## src/rtl/branch_resolve_queue_if.sv

```systemverilog
// Handshake bundle between predictor/execution side and the branch resolve queue.
// master drives predictions and resolves; slave is the queue itself.
interface branch_resolve_queue_if;
  logic pred_valid;
  logic pred_bit;
  logic pred_ready;
  logic resolve_valid;
  logic resolve_taken;
  logic upd_result;
  logic upd_taken;
  logic mispredict;

  modport master (
    output pred_valid, pred_bit, resolve_valid, resolve_taken,
    input  pred_ready, upd_result, upd_taken, mispredict
  );

  modport slave (
    input  pred_valid, pred_bit, resolve_valid, resolve_taken,
    output pred_ready, upd_result, upd_taken, mispredict
  );
endinterface

```

## src/rtl/branch_resolve_queue.sv

```systemverilog
// In-order queue of issued branch predictions, paired with resolved outcomes to
// generate predictor update pulses, mispredict flushes and saturating statistics.
module branch_resolve_queue #(
  parameter int DEPTH = 4,
  parameter int CNT_W = 16
) (
  input  logic                       clk,
  input  logic                       rst_n,
  branch_resolve_queue_if.slave      bus,
  output logic [$clog2(DEPTH):0]     occupancy,
  output logic [CNT_W-1:0]           resolve_cnt,
  output logic [CNT_W-1:0]           miss_cnt,
  output logic                       err_underflow
);
  localparam int AW = $clog2(DEPTH);

  logic [DEPTH-1:0] mem_q, mem_d;
  logic [AW-1:0]    rd_ptr_q, rd_ptr_d;
  logic [AW-1:0]    wr_ptr_q, wr_ptr_d;
  logic [AW:0]      occ_q, occ_d;
  logic [CNT_W-1:0] resolve_cnt_q, resolve_cnt_d;
  logic [CNT_W-1:0] miss_cnt_q, miss_cnt_d;
  logic             err_q, err_d;
  logic             upd_result_q, upd_result_d;
  logic             upd_taken_q, upd_taken_d;
  logic             mispredict_q, mispredict_d;

  logic empty, ready, push, pop, head, miss;

  always_comb begin
    empty = (occ_q == '0);
    ready = (occ_q != (AW+1)'(DEPTH));
    push  = bus.pred_valid && ready;
    pop   = bus.resolve_valid && !empty;
    head  = mem_q[rd_ptr_q];
    miss  = pop && (head != bus.resolve_taken);

    mem_d         = mem_q;
    rd_ptr_d      = rd_ptr_q;
    wr_ptr_d      = wr_ptr_q;
    occ_d         = occ_q;
    resolve_cnt_d = resolve_cnt_q;
    miss_cnt_d    = miss_cnt_q;
    err_d         = err_q | (bus.resolve_valid && empty);
    upd_result_d  = pop;
    upd_taken_d   = pop && bus.resolve_taken;
    mispredict_d  = miss;

    // A mispredict makes every younger entry (and any same-cycle push) wrong-path.
    if (miss) begin
      rd_ptr_d = wr_ptr_q;
      occ_d    = '0;
    end else begin
      if (push) begin
        mem_d[wr_ptr_q] = bus.pred_bit;
        wr_ptr_d        = wr_ptr_q + AW'(1);
      end
      if (pop) rd_ptr_d = rd_ptr_q + AW'(1);
      occ_d = occ_q + (AW+1)'(push) - (AW+1)'(pop);
    end

    if (pop && (resolve_cnt_q != '1)) resolve_cnt_d = resolve_cnt_q + CNT_W'(1);
    if (miss && (miss_cnt_q != '1))   miss_cnt_d    = miss_cnt_q + CNT_W'(1);
  end

  always_ff @(posedge clk) begin
    if (!rst_n) begin
      mem_q         <= '0;
      rd_ptr_q      <= '0;
      wr_ptr_q      <= '0;
      occ_q         <= '0;
      resolve_cnt_q <= '0;
      miss_cnt_q    <= '0;
      err_q         <= 1'b0;
      upd_result_q  <= 1'b0;
      upd_taken_q   <= 1'b0;
      mispredict_q  <= 1'b0;
    end else begin
      mem_q         <= mem_d;
      rd_ptr_q      <= rd_ptr_d;
      wr_ptr_q      <= wr_ptr_d;
      occ_q         <= occ_d;
      resolve_cnt_q <= resolve_cnt_d;
      miss_cnt_q    <= miss_cnt_d;
      err_q         <= err_d;
      upd_result_q  <= upd_result_d;
      upd_taken_q   <= upd_taken_d;
      mispredict_q  <= mispredict_d;
    end
  end

  assign bus.pred_ready = ready;
  assign bus.upd_result = upd_result_q;
  assign bus.upd_taken  = upd_taken_q;
  assign bus.mispredict = mispredict_q;
  assign occupancy      = occ_q;
  assign resolve_cnt    = resolve_cnt_q;
  assign miss_cnt       = miss_cnt_q;
  assign err_underflow  = err_q;
endmodule

```

## src/flat_wrapper.sv

```systemverilog
// flat-port wrapper written by rule: the top's interface ports become plain ports
module branch_resolve_queue_flat 
#(
  parameter int DEPTH = 4,
  parameter int CNT_W = 16
)
  (clk, rst_n, occupancy, resolve_cnt, miss_cnt, err_underflow, bus_pred_valid, bus_pred_bit, bus_resolve_valid, bus_resolve_taken, bus_pred_ready, bus_upd_result, bus_upd_taken, bus_mispredict);
  branch_resolve_queue_if bus_i ();
  input  logic clk;
  input  logic rst_n;
  output logic [$clog2(DEPTH):0] occupancy;
  output logic [CNT_W-1:0] resolve_cnt;
  output logic [CNT_W-1:0] miss_cnt;
  output logic err_underflow;
  input wire logic [$bits(bus_i.pred_valid)-1:0] bus_pred_valid;
  input wire logic [$bits(bus_i.pred_bit)-1:0] bus_pred_bit;
  input wire logic [$bits(bus_i.resolve_valid)-1:0] bus_resolve_valid;
  input wire logic [$bits(bus_i.resolve_taken)-1:0] bus_resolve_taken;
  output wire logic [$bits(bus_i.pred_ready)-1:0] bus_pred_ready;
  output wire logic [$bits(bus_i.upd_result)-1:0] bus_upd_result;
  output wire logic [$bits(bus_i.upd_taken)-1:0] bus_upd_taken;
  output wire logic [$bits(bus_i.mispredict)-1:0] bus_mispredict;
  assign bus_i.pred_valid = bus_pred_valid;
  assign bus_i.pred_bit = bus_pred_bit;
  assign bus_i.resolve_valid = bus_resolve_valid;
  assign bus_i.resolve_taken = bus_resolve_taken;
  assign bus_pred_ready = bus_i.pred_ready;
  assign bus_upd_result = bus_i.upd_result;
  assign bus_upd_taken = bus_i.upd_taken;
  assign bus_mispredict = bus_i.mispredict;
  branch_resolve_queue #(.DEPTH(DEPTH), .CNT_W(CNT_W)) u_core (.clk(clk), .rst_n(rst_n), .bus(bus_i), .occupancy(occupancy), .resolve_cnt(resolve_cnt), .miss_cnt(miss_cnt), .err_underflow(err_underflow));
endmodule
```

## config.mk

```make
export PLATFORM = sky130hd
export DESIGN_NAME = branch_resolve_queue_flat
export DESIGN_NICKNAME = d
export VERILOG_FILES = /design/src/rtl/branch_resolve_queue_if.sv /design/src/rtl/branch_resolve_queue.sv /design/src/flat_wrapper.sv
export SDC_FILE = /design/constraint.sdc
export NUM_CORES = 1
export LEC_CHECK = 0
export CAP_MARGIN = 40
export CORE_MARGIN = 8
export CORE_UTILIZATION = 56
export CTS_CLUSTER_SIZE = 16
export DETAILED_ROUTE_END_ITERATION = 8
export DONT_BUFFER_PORTS = 1
export PLACE_DENSITY = 0.71
export SLEW_MARGIN = 10
export SYNTH_ARGS = -nofsm -noshare
export SYNTH_HDL_FRONTEND = slang
export SYNTH_SLANG_ARGS = --single-unit
export TNS_END_PERCENT = 10
```

## constraint.sdc

```tcl
create_clock -name clk -period 2.35 [get_ports clk]
set_input_delay 0.47 -clock clk [delete_from_list [all_inputs] [get_ports clk]]
set_output_delay 0.47 -clock clk [all_outputs]
set_load 0.02 [all_outputs]
```

==> results by group, run 1 <==
Synth
  • Synth Instances: 265
  • Synthesized cell area: 2298 um2
  • Seq cells post-synth: 47
  • Simple-gate area share of the yosys netlist: 25.69%
  • Most used DFF post-synth: dfxtp_1
  • Most common cell in the netlist: dfxtp_1
  • Most common library cells after synthesis: dfxtp_1 (47), nand2_1 (28), a21oi_1 (19), nor2_1 (19), o21ai_0 (16)
  • Adder-Cell Fraction of Synth Area: under 10%
  • Mux share of post-synthesis cell area: 4.028%
  • Synth area leaders: dfxtp_1 (41%), xnor2_1 (5.3%), nand2_1 (4.6%)
  • Post-synth EDFFs: 0
  • Syn nets: 279
  • Ys Warns: 0
  • Post-synth top area share: 40.94%
  • Main combinational cell family by area after synthesis: simple AND/OR/NAND/NOR gates
  • Synth Area in XOR/XNOR: 7.676%
  • Avg Inst Size Synth: 8.673 um2
  • Cell taking the most area after synthesis: dfxtp_1
  • FFs w/ async S/R, synth: 0%
  • Seq/Total Area, Yosys: 40.94%
  • Synth cell types: 41
  • Synth Area in Compound Gates: 13.34%

Global route
  • Initial antenna violation count: 0
  • Largest net degree at the start of global routing: 27
  • Vias in the first global route: ~1700
  • All-Layer GR Usage: 15.57%
  • Global-route wire length before repair: 7.976 mm
  • Total congestion overflow: 0

Worst setup path
  • CP max stage delay: 600 ps
  • Critical path required time: 2580 ps
  • R2r setup slk: between 150 and 200 ps
  • Critical Path Source Type: flop
  • Critical Path Fanout Max: 14
  • Crit-path slowest cell: mux4_2
  • Type of the worst setup path: reg2reg
  • CP Cell Sequence: mux4_2 -> xor2_4 -> o211ai_4 -> buf_4 -> or3_1 -> a21oi_1
  • Worst Setup End Kind: flop
  • Worst Path Arrival: 2420 ps

Cells and area
  • Final Instance Count excl. Fillers: 329
  • ANT cells: 0
  • Final nets: 292
  • Ratio of cells with drive above 1 in the final layout: 11.11%
  • FILL cells: 350
  • Post-route cell area: 2522 um2
  • Area Growth Syn to Fin: 9.744%

Die
  • Die Y: 80.07 um
  • Die area: 6410 um2
  • I/O pins: 46
  • Initial Util: between 50% and 60%
  • Row count: 23
  • Core area: 3971 um2
  • Die width: 80.07 um

CTS
  • CTS Buf Count: 5
  • TritonCTS clock tree: done
  • # clock sinks: 47
  • H-tree depth: 2
  • Hold buffer count at CTS: 0
  • CTS max path bufs: 2
  • CTS root buffer: clkbuf_8
  • Post-CTS Setup Bufs: 0
  • PostCTS Resize Cnt: 0
  • Clock transition at the registers of the reported paths: about 80 ps
  • Worst-Skew Late Latency: 300 ps

Timing
  • Period utilisation layout: 93.33%
  • Least-Margin Pin Slew: 381.8 ps
  • Skew final: 5.323 ps
  • Setup TNS: 0 ps
  • Crit path time final: around 2200 ps
  • Achievable clock frequency: 456.0 MHz
  • Setup Viol. Count Final: 0
  • RSZ-0062 raised after global routing: no
  • Final Hold Violating Endpoints: 0
  • Hold WS: 314.0 ps
  • Worst rel slew slack: 74.51%
  • Slew Viols, Final: 0

Power
  • PwrDens: 792.1 nW/um2
  • Part of the power in registers: between 40 and 50%
  • Comb pwr share: 29.3%
  • Switching pwr: around 0.00068 W
  • Max IR drop VDD: 0.0004980 V
  • Leakage: approximately 0.9 nW
  • Switching share of power: between 30% and 40%
  • P_int: 0.001320 W
  • Clock network fraction of total power: about a quarter

Drt
  • DR pass1 iterations: 4
  • Residual DRC: 0
  • Vias per cell: 5.790
  • DRT antenna net count: 0
  • Drt wl/cell: around 15 um
  • Total length of routed wires: 4.801 mm
  • Number of vias in the routed layout: 1905
  • Initial DRC Count: 87

Outcome
  • Outcome: complete, no violations

Hold path
  • Hold Path Class: in2reg

Placement
  • Routability cong.: 0.8414
  • Placed Area: 2439 um2
  • Port Buffers: 0
  • # placed instances: 321
  • Dpl hpwl: ~3.5 mm

Flow run
  • Maxcap violations: 0
stage by stage:
stage          util, %  total power (W)  setup slack (ps)
2_1_floorplan        -         0.001397             9.358
3_3_place_gp     61.41         0.001541             232.1
3_5_place_dp     61.41         0.001549             190.3
4_1_cts          63.52         0.002018             163.1
5_1_grt          63.52         0.002140             43.67
6_report         63.52         0.001998             156.8
placed cells by master (no fill, tap or decap), types with 7 or more instances in the layout:
cell type,count
a21oi_1,19
and3_1,8
buf_4,17
dfxtp_1,47
ha_1,7
inv_1,8
mux2i_1,7
nand2_1,28
nand3_1,14
nand4_1,8
nor2_1,19
o21ai_0,16
or3_1,11
xnor2_1,14
cells by family (layout without fill, tap and decap cells):
group,after synthesis,count (layout)
muxes,8,8
xor gates and xnor gates,18,18
DFF,47,47
adders and majority gates,8,8
and+or+nand+nor,114,114
buffers and inverters,20,34
AOI/OAI and AO/OA,50,50
layout make-up:
cell class,instances,area [um2],share of cell area [%]
Timing Repair Buffer,17,127.6,5.060
Clock buffer,5,68.82,2.728
Sequential cell,47,940.9,37.30
Tap cell,50,62.56,2.480
Clock inverter,3,15.01,0.5952
Multi-Input combinational cell,198,1274,50.50
Inverter,9,33.78,1.339
critical path: cells and delay by family, from the launching register on:
kind | cells | cell delay [ps]
and+or+nand+nor | 1 | 350
muxes | 1 | 600
AOI/OAI and AO/OA | 2 | 280
DFF | 1 | 410
buffers and inverters | 1 | 200
xor gates and xnor gates | 1 | 280
flip-flops by register name (all words and copies together), names as in the netlist:
name                   count
u_core.rd_ptr_q            2
u_core.err_underflow       1
u_core.bus.upd_result      1
u_core.miss_cnt           16
u_core.mem_q               4
u_core.wr_ptr_q            2
u_core.bus.upd_taken       1
u_core.bus.mispredict      1
u_core.occupancy           3
u_core.resolve_cnt        16
routing by layer:
layer / vias to the layer above / global-route usage, % / routed length, um
met5: - / 0 / 0
met4: 0 / 4.909 / 51
met3: 5 / 8.036 / 452
met2: 49 / 24.01 / 2118
met1: 882 / 18.25 / 2178
li1: 969 / - / -
power groups by stage:
stage	combinational, W	sequential (W)	clock, W
final	0.000585	0.000945	0.000467
after global routing	0.000656	0.000957	0.000527
after CTS	0.000588	0.000946	0.000485
after detailed placement	0.000584	0.000965	0
after global placement	0.000578	0.000963	0
after floorplan	0.000387	0.00101	0
path summary, 6_finish.rpt:
check | from | end | depth (start not counted)
max | u_core.rd_ptr_q[0]$_SDFFE_PN0P_ | u_core.miss_cnt[9]$_SDFFE_PN0P_ | 6
max reg2reg | u_core.rd_ptr_q[0]$_SDFFE_PN0P_ | u_core.miss_cnt[9]$_SDFFE_PN0P_ | 6
min reg2reg | u_core.mem_q[0]$_SDFFE_PN0P_ | u_core.mem_q[0]$_SDFFE_PN0P_ | 2
min | rst_n | u_core.occupancy[0]$_SDFF_PP0_ | 1
Power figures use the tool's default switching activity.
==> run 2, diff against run 1 <==
CTS_CLUSTER_SIZE = 14   (was 16)
==> results of run 2 <==
No change in the layout: final DEF, timing and power equal those of run 1.
